`src/rtl/dtree_infer_sched_if.sv`:
```
// Stream bundle for dtree_infer_sched: sample input stream (s_*) and
// classified result stream (m_*). The slave modport is the scheduler's view;
// the master modport is the view of whoever feeds samples and takes results.
interface dtree_infer_sched_if #(
   parameter int FEAT_W  = 8,
   parameter int CLASS_W = 2,
   parameter int TAG_W   = 8
);
   logic               s_valid;
   logic               s_ready;
   logic [FEAT_W-1:0]  s_feat;
   logic               m_valid;
   logic               m_ready;
   logic [CLASS_W-1:0] m_class;
   logic [TAG_W-1:0]   m_tag;

   modport slave (
      input  s_valid, s_feat, m_ready,
      output s_ready, m_valid, m_class, m_tag
   );

   modport master (
      output s_valid, s_feat, m_ready,
      input  s_ready, m_valid, m_class, m_tag
   );
endinterface

```
`src/rtl/dtree_infer_sched.sv`:
```
// dtree_infer_sched: sequencing controller in front of a slow combinational
// decision-tree classifier. Samples are buffered in a small FIFO, driven one
// at a time onto clf_feat, held for SETTLE cycles, and the resulting class is
// returned on the m_* stream with a wrapping sequence tag.
// Optional feature: define DTREE_HIST_EN to add saturating per-class result
// counters readable through hist_sel/hist_count (cleared by hist_clr).
module dtree_infer_sched #(
   parameter int FEAT_W     = 8,
   parameter int CLASS_W    = 2,
   parameter int SETTLE     = 3,
   parameter int FIFO_DEPTH = 4,
   parameter int TAG_W      = 8,
   parameter int CNT_W      = 16
) (
   input  logic                clk,
   input  logic                rst,
   dtree_infer_sched_if.slave  bus,
   output logic [FEAT_W-1:0]   clf_feat,
   input  logic [CLASS_W-1:0]  clf_class,
   output logic                busy,
   input  logic [CLASS_W-1:0]  hist_sel,
   input  logic                hist_clr,
   output logic [CNT_W-1:0]    hist_count
);
   localparam int PTR_W = $clog2(FIFO_DEPTH);

   typedef enum logic [1:0] {
      ST_IDLE   = 2'd0,
      ST_SETTLE = 2'd1,
      ST_OUT    = 2'd2
   } state_t;

   state_t              r_state;
   state_t              w_state_nxt;

   logic [FEAT_W-1:0]   r_mem [FIFO_DEPTH];
   logic [PTR_W-1:0]    r_wr_ptr;
   logic [PTR_W-1:0]    r_rd_ptr;
   logic [PTR_W:0]      r_count;
   logic [7:0]          r_settle_cnt;
   logic [FEAT_W-1:0]   r_clf_feat;
   logic                r_m_valid;
   logic [CLASS_W-1:0]  r_m_class;
   logic [TAG_W-1:0]    r_m_tag;

   logic                w_full;
   logic                w_empty;
   logic                w_push;
   logic                w_pop;
   logic                w_hs;
   logic                w_capture;

   // No pass-through when full: a pop in the same cycle does not free a slot
   // for the incoming sample, so s_ready depends only on the stored count.
   assign w_full  = (r_count == (PTR_W+1)'(FIFO_DEPTH));
   assign w_empty = (r_count == '0);
   assign w_push  = bus.s_valid && !w_full;
   assign w_hs    = r_m_valid && bus.m_ready;

   assign bus.s_ready = !w_full;
   assign bus.m_valid = r_m_valid;
   assign bus.m_class = r_m_class;
   assign bus.m_tag   = r_m_tag;
   assign clf_feat    = r_clf_feat;

   // State register.
   // NOTE: clocked state uses non-blocking assignments so every register
   // samples pre-edge values regardless of block evaluation order.
   always_ff @(posedge clk or posedge rst) begin
      if (rst) r_state <= ST_IDLE;
      else     r_state <= w_state_nxt;
   end

   // Next-state decode.
   // NOTE: the default assignment up front keeps every path assigned, so no
   // latch is inferred when a case arm leaves the signal untouched.
   always_comb begin
      w_state_nxt = r_state;
      case (r_state)
         ST_IDLE:   if (!w_empty) w_state_nxt = ST_SETTLE;
         ST_SETTLE: if (r_settle_cnt == '0) w_state_nxt = ST_OUT;
         ST_OUT:    if (w_hs) w_state_nxt = w_empty ? ST_IDLE : ST_SETTLE;
         default:   w_state_nxt = ST_IDLE;
      endcase
   end

   // State-derived controls: FIFO pop, class capture and busy.
   always_comb begin
      w_pop     = 1'b0;
      w_capture = 1'b0;
      case (r_state)
         ST_IDLE:   w_pop     = !w_empty;
         ST_SETTLE: w_capture = (r_settle_cnt == '0);
         ST_OUT:    w_pop     = w_hs && !w_empty;
         default:   ;
      endcase
      busy = (r_state != ST_IDLE) || !w_empty;
   end

   // FIFO storage write.
   // NOTE: the sample array has no reset; stale entries are never read because
   // the count gates every pop, and leaving it unreset lets it map to plain RAM.
   always_ff @(posedge clk) begin
      if (w_push) r_mem[r_wr_ptr] <= bus.s_feat;
   end

   // FIFO pointers and occupancy; pointers wrap naturally at power-of-2 depth.
   always_ff @(posedge clk or posedge rst) begin
      if (rst) begin
         r_wr_ptr <= '0;
         r_rd_ptr <= '0;
         r_count  <= '0;
      end else begin
         if (w_push) r_wr_ptr <= r_wr_ptr + 1'b1;
         if (w_pop)  r_rd_ptr <= r_rd_ptr + 1'b1;
         case ({w_push, w_pop})
            2'b10:   r_count <= r_count + 1'b1;
            2'b01:   r_count <= r_count - 1'b1;
            default: r_count <= r_count;
         endcase
      end
   end

   // Classifier drive, settle timer and result register.
   // clf_feat only moves on a pop, so the tree input is quiet during settling.
   always_ff @(posedge clk or posedge rst) begin
      if (rst) begin
         r_clf_feat   <= '0;
         r_settle_cnt <= '0;
         r_m_valid    <= 1'b0;
         r_m_class    <= '0;
         r_m_tag      <= '0;
      end else begin
         if (w_pop) begin
            r_clf_feat   <= r_mem[r_rd_ptr];
            r_settle_cnt <= 8'(SETTLE - 1);
         end else if (r_state == ST_SETTLE && r_settle_cnt != '0) begin
            r_settle_cnt <= r_settle_cnt - 1'b1;
         end
         if (w_capture) begin
            r_m_valid <= 1'b1;
            r_m_class <= clf_class;
         end else if (w_hs) begin
            r_m_valid <= 1'b0;
         end
         if (w_hs) r_m_tag <= r_m_tag + 1'b1;
      end
   end

`ifdef DTREE_HIST_EN
   localparam int N_CLASS = 1 << CLASS_W;

   logic [CNT_W-1:0] r_hist [N_CLASS];

   // Per-class saturating result counters; clear beats a same-cycle increment.
   always_ff @(posedge clk or posedge rst) begin
      if (rst) begin
         for (int i = 0; i < N_CLASS; i++) r_hist[i] <= '0;
      end else if (hist_clr) begin
         for (int i = 0; i < N_CLASS; i++) r_hist[i] <= '0;
      end else if (w_hs && r_hist[r_m_class] != '1) begin
         r_hist[r_m_class] <= r_hist[r_m_class] + 1'b1;
      end
   end

   assign hist_count = r_hist[hist_sel];
`else
   logic w_unused_hist;

   assign w_unused_hist = ^{hist_sel, hist_clr};
   assign hist_count    = '0;
`endif
endmodule

```
`src/flat_wrapper.sv`:
```
// flat-port wrapper written by rule: the top's interface ports become plain ports
module dtree_infer_sched_flat 
#(
   parameter int FEAT_W     = 8,
   parameter int CLASS_W    = 2,
   parameter int SETTLE     = 3,
   parameter int FIFO_DEPTH = 4,
   parameter int TAG_W      = 8,
   parameter int CNT_W      = 16
)
  (clk, rst, clf_feat, clf_class, busy, hist_sel, hist_clr, hist_count, bus_s_valid, bus_s_feat, bus_m_ready, bus_s_ready, bus_m_valid, bus_m_class, bus_m_tag);
  dtree_infer_sched_if #(.FEAT_W(FEAT_W), .CLASS_W(CLASS_W), .TAG_W(TAG_W)) bus_i ();
  input  logic clk;
  input  logic rst;
  output logic [FEAT_W-1:0] clf_feat;
  input  logic [CLASS_W-1:0] clf_class;
  output logic busy;
  input  logic [CLASS_W-1:0] hist_sel;
  input  logic hist_clr;
  output logic [CNT_W-1:0] hist_count;
  input wire logic [$bits(bus_i.s_valid)-1:0] bus_s_valid;
  input wire logic [$bits(bus_i.s_feat)-1:0] bus_s_feat;
  input wire logic [$bits(bus_i.m_ready)-1:0] bus_m_ready;
  output wire logic [$bits(bus_i.s_ready)-1:0] bus_s_ready;
  output wire logic [$bits(bus_i.m_valid)-1:0] bus_m_valid;
  output wire logic [$bits(bus_i.m_class)-1:0] bus_m_class;
  output wire logic [$bits(bus_i.m_tag)-1:0] bus_m_tag;
  assign bus_i.s_valid = bus_s_valid;
  assign bus_i.s_feat = bus_s_feat;
  assign bus_i.m_ready = bus_m_ready;
  assign bus_s_ready = bus_i.s_ready;
  assign bus_m_valid = bus_i.m_valid;
  assign bus_m_class = bus_i.m_class;
  assign bus_m_tag = bus_i.m_tag;
  dtree_infer_sched #(.FEAT_W(FEAT_W), .CLASS_W(CLASS_W), .SETTLE(SETTLE), .FIFO_DEPTH(FIFO_DEPTH), .TAG_W(TAG_W), .CNT_W(CNT_W)) u_core (.clk(clk), .rst(rst), .bus(bus_i), .clf_feat(clf_feat), .clf_class(clf_class), .busy(busy), .hist_sel(hist_sel), .hist_clr(hist_clr), .hist_count(hist_count));
endmodule
```
`config.mk`:
```
export PLATFORM = sky130hd
export DESIGN_NAME = dtree_infer_sched_flat
export DESIGN_NICKNAME = d
export VERILOG_FILES = /design/src/rtl/dtree_infer_sched_if.sv /design/src/rtl/dtree_infer_sched.sv /design/src/flat_wrapper.sv
export SDC_FILE = /design/constraint.sdc
export NUM_CORES = 1
export LEC_CHECK = 0
export CAP_MARGIN = 10
export CORE_MARGIN = 4
export CORE_UTILIZATION = 56
export DETAILED_ROUTE_END_ITERATION = 12
export GPL_ROUTABILITY_DRIVEN = 0
export PLACE_DENSITY = 0.85
export SLEW_MARGIN = 15
export SYNTH_ARGS = -nofsm -noshare
export SYNTH_HDL_FRONTEND = slang
export SYNTH_SLANG_ARGS = --single-unit
```
`constraint.sdc`:
```
create_clock -name clk -period 4.1 [get_ports clk]
set_clock_uncertainty 0.2 [all_clocks]
set_input_delay 0.82 -clock clk [delete_from_list [all_inputs] [get_ports clk]]
set_output_delay 0.82 -clock clk [all_outputs]
set_load 0.01 [all_outputs]
```
After elaboration in Yosys (flattened, before gate mapping)
Memory sizes are Yosys's and may differ from the RTL's. A register that Yosys moved wholly into a read port is not among the register bits.
Index checks and enable logic that the tools add are counted.
{ "totals": {"ram_bits": 32, "regBits": 28, "out_inout_bits": 37, "n_memories": 1, "wordCells": 53, "in_bits": 17} }
{ "memory_table": {"columns": ["name", "depth", "width", "read_ports", "rd_clocked_by_memory_dff", "write_ports", "line", "source"], "rows": [
  ["u_core.r_mem", 4, 8, 1, 1, 1, "dtree_infer_sched.sv:36", "logic [FEAT_W-1:0] r_mem [FIFO_DEPTH];"]
]} }
{ "op_classes": {"n_reduce_logical": 16, "n_addsub": 6, "eq_ne": 8, "n_mux": 14} }
{ "op_table": {"columns": ["op", "n"], "rows": [
  ["$mux W8", 2],
  ["$add A8 B1 Y8 const B", 1],
  ["$logic_not A8 Y1", 1],
  ["$reduce_bool A2 Y1", 4],
  ["$reduce_bool A8 Y1", 1],
  ["$sub A8 B1 Y8 const B", 1],
  ["$mux W1", 6],
  ["$mux W2", 3],
  ["$pmux W2 S3", 1],
  ["$pmux W3 S2", 1],
  ["$add A2 B1 Y2 const B", 2],
  ["$eq A2 B1 Y1 const B", 2],
  ["$eq A2 B2 Y1 const B", 2],
  ["$logic_and A1 B1 Y1", 4],
  ["$ne A2 B1 Y1 const B", 2],
  ["$add A3 B1 Y3 const B", 1],
  ["$eq A3 B3 Y1 const B", 1],
  ["$logic_not A3 Y1", 1],
  ["$reduce_and A3 Y1", 1],
  ["$sub A3 B1 Y3 const B", 1],
  ["$logic_not A1 Y1", 2],
  ["$logic_not A2 Y1", 1],
  ["$ne A2 B2 Y1 const B", 1],
  ["$pmux W1 S2", 1],
  ["$logic_or A1 B1 Y1", 1]
]} }

Depth between registers and ports, before layout
{ "depth": {"word_depth": 6, "mapped_depth": 10, "depth_no_buf": 9} }

Least setup slack after synthesis
OpenSTA, ideal clock, no wires.
{ "synth_path": {"kind": "input to register", "startpoint": "input bus_m_ready", "endpoint": "register u_core.r_count[1]", "arrival_ns": 2.502, "slack_ns": 1.274, "n_path_buf": 2, "required_ns": 3.775, "stages": 8, "setup_ns": 0.125, "path_cell_list": "a21boi_0 or3_1 clkbuf_1 inv_2 buf_2 ha_1 fa_1 mux2_2"} }
{ "synth_via": {"elab_chain_cells": 5, "elab_cells_between_ends": 7, "classes_between": "eq/ne: 2; mux: 2; reduce/logical: 3"} }
{ "synth_rtl": {"columns": ["item", "line", "source"], "rows": [
  ["start, declared", "flat_wrapper.sv:23", "input wire logic [$bits(bus_i.m_ready)-1:0] bus_m_ready;"],
  ["$logic_and A1 B1 Y1 *", "dtree_infer_sched.sv:58", "assign w_hs = r_m_valid && bus.m_ready;"],
  ["$logic_and A1 B1 Y1 *", "dtree_infer_sched.sv:94", "ST_OUT: w_pop = w_hs && !w_empty;"],
  ["$pmux W1 S2 *", "dtree_infer_sched.sv:91", "case (r_state)"],
  ["$eq A2 B1 Y1 or $eq A2 B2 Y1 (tied branches)", "dtree_infer_sched.sv:116", "case ({w_push, w_pop})"],
  ["$pmux W3 S2 or $reduce_bool A2 Y1 (tied branches)", null, null],
  ["end signal, assigned", "dtree_infer_sched.sv:117", "2'b10: r_count <= r_count + 1'b1;"],
  ["end signal, assigned", "dtree_infer_sched.sv:118", "2'b01: r_count <= r_count - 1'b1;"],
  ["end signal, assigned", "dtree_infer_sched.sv:119", "default: r_count <= r_count;"],
  ["end, declared", "dtree_infer_sched.sv:39", "logic [PTR_W:0] r_count;"]
]} }
Every way passes the cells marked *; elsewhere a longest branch is shown, timed or not.
A chain may end at the register's enable or synchronous reset.

Worst setup path in the final report
Same ends and word-level chain as after synthesis.

==> flow_summary.toml <==
[clock_network]
worstSkewPairLatency_ps = 330
h-tree-depth = 3
clock_path_buffers = 2
cts.sinks = 68
cts_tree = "yes"
cts-resized-gates = 0
clk_pin_slew_ps = 70
cts_made_buffers = 9
hold_buffers = 0
clockRootBuffer = "clkbuf_8"
cts_setup_buffers = 0

[yosys]
synth.avg_cell_area_um2 = 13.6
synthFlopType = "dfrtp_1"
syn_area_mm2 = 0.00296
synthAdderAreaFrac_pct = 4.06
synth_area_leaders = "edfxtp_1, dfrtp_1, mux4_2, nand2_1, buf_4"
synth_seq_cells = 68
synth-edff-count = 32
synth_seq_area_share_pct = 62.9
synthTopCellsByCount = "dfrtp_1, nand2_1, edfxtp_1"
muxShareOfSynthArea_pct = 8.58
async_flop_share_pct = 52.9
synth_top_cell_area_share_pct = 32.5
yosys.area.top_type = "edfxtp_1"
synth-compound-area-share_pct = 3.51
synth-simple-area-share_pct = 10.5
yosysWarnings = 0
synth_top_family_by_area = "simple AND/OR/NAND/NOR gates"
synth-xor-area-share_pct = 4.14
ys_types = 39
syn_inst = 218

[run]
cap_violations = 0

[min_path]
hold_class = "register to register"
min_path_cells = 1

[layout]
fin_area_mm2 = 0.00351
fillers = 370
register_area_mm2 = 0.00186
multi_input_area_um2 = 971
fin_cells = 333
area_delta_synth_final_pct = 18.7
drive_gt1_share_pct = 13.7
diodes = 0
nets = 284

[critical_path]
cp-start-kind = "input port"
path_max_fanout = 14
crit_type = "input port to register"
reg2reg_depth = 6
endpoint_kind = "register"
crit_arrival_ps = 3040
critical_path_required_ps = 4120

[place]
dp_hpwl_um = 3380
dp_cells = 317
place_area_mm2 = 0.00331
port_buffers = 34

[floorplanning]
fp-row-count = 26
coreArea_mm2 = 0.00511
io_pins = 54
dieWidth_um = 80.7
dieArea_mm2 = 0.00651
initial_core_util_pct = 57.9
die_h_um = 80.7

[global_route]
grt_start_max_net_pins = 37
gr-total-overflow = 0
grt_pass1_wl_um = 7760
antenna_found_initial = 0
grt_pass1_vias = 1617
grtUsageTotal_pct = 16.8

[route]
viasPerCell = 5.03
routed_wl_um = 4870
drc = 0
post_drt_wl_per_cell_um = 14.6
via_count = 1676
drtAntennaViolNets = 0
drt-initial-drc-count = 69
firstDrtPassIters = 4

[pwr]
power_density_mw_per_mm2 = 738
ir_worst_vdd_v = 0.000440
p_leak_uw = 0.00146

[timing]
relSlewSlack_pct = 62.0
setup_viol = 0
finalHoldViolCount = 0
finalCritPeriodShare_pct = 73.8
period_needed_ps = 3030
setup_tns_ps = 0
finalMaxSlewViolations = 0
fmax_mhz = 331
rsz0062_at_grt = "no"
hold_ws_ps = 273
tightest_slew_ps = 570

[outcome]
status = "completed"
[final timing paths]
kind / startpoint / to / slack (ps)
max: bus_m_ready / u_core.r_count[1]$_DFFE_PP0P_ / 1070
min: u_core.r_settle_cnt[7]$_DFFE_PP0P_ / u_core.r_settle_cnt[7]$_DFFE_PP0P_ / 270
max reg2reg: u_core.bus.m_valid$_DFFE_PP0P_ / u_core.r_count[1]$_DFFE_PP0P_ / 1680
min reg2reg: u_core.r_settle_cnt[7]$_DFFE_PP0P_ / u_core.r_settle_cnt[7]$_DFFE_PP0P_ / 270
max in group asynchronous: rst / u_core.clf_feat[7]$_DFFE_PP0N_ / 2670
min in group asynchronous: rst / u_core.r_settle_cnt[5]$_DFFE_PP0P_ / 710
[critical path, stage by stage]
cell             delay, ps
clkdlybuf4s50_1        540
a21boi_0               110
or3_1                  390
inv_2                  220
ha_1                   280
fa_1                   410
mux2_2                 260
[metal layers]
metal	vias to the layer above	part of all wire, %	track usage [%]
met2	45	48	26.2
met5	-	0	0
met3	8	5.8	4.60
met1	819	44	21.2
li1	804	-	-
met4	0	1.7	9.12
[metrics by stage]
step	worst slack, ps	total power [uW]	utilization (%)
after floorplan	1270	1750	-
after global placement	818	2000	64.7
after detailed placement	711	2050	64.7
after CTS	1060	2620	68.8
after global routing	956	2780	68.8
final	1070	2590	68.8
[layout by cell type (no fill, tap or decap), drive strengths merged, types with 3 or more instances in the layout]
master,Yosys,routed
edfxtp,32,32
o21ai,7,7
or3,3,3
o211ai,3,3
clkinv,0,4
ha,8,8
clkbuf,2,10
mux2,5,5
dfrtp,36,36
a21oi,3,3
mux4,8,8
xnor2,10,10
nor2,8,8
conb,1,16
nor3,3,3
nand3,6,6
and3,4,4
nand2,37,37
inv,8,8
xor2,4,4
clkdlybuf4s50,0,34
[cells by family after synthesis]
kind of cell / count (synthesis)
muxes: 14
xor gates and xnor gates: 14
buffers and inverters: 30
DFF: 68
adders and majority gates: 9
other: 1
AOI/OAI and AO/OA: 15
and+or+nand+nor: 67
[state kept, by name, summed over array words and instances (netlist names)]
| signal | count |
|---|---|
| u_core.r_state | 2 |
| u_core.bus.m_class | 2 |
| u_core.bus.m_valid | 1 |
| u_core.r_wr_ptr | 2 |
| u_core.r_mem | 32 |
| u_core.bus.m_tag | 8 |
| u_core.r_rd_ptr | 2 |
| u_core.r_count | 3 |
| u_core.r_settle_cnt | 8 |
| u_core.clf_feat | 8 |
[layout make-up]
| class | instances | share of cell area (%) |
|---|---|---|
| clock buffers | 10 | 3.63 |
| clock inverters | 6 | 2.24 |
| flip-flops and latches | 68 | 53.0 |
| multi-input cells | 135 | 27.6 |
| inverters | 8 | 0.855 |
| repair buffers | 36 | 10.1 |
| well taps | 70 | 2.49 |
[power by group]
| group | leakage [uW] | internal (uW) | total, uW | switching (uW) |
|---|---|---|---|---|
| clock | 0.000107 | 337 | 575 | 238 |
| combinational | 0.000610 | 469 | 909 | 440 |
| sequential | 0.000743 | 938 | 1110 | 170 |
| total | 0.00146 | 1740 | 2590 | 848 |
Power figures use the tool's default switching activity.
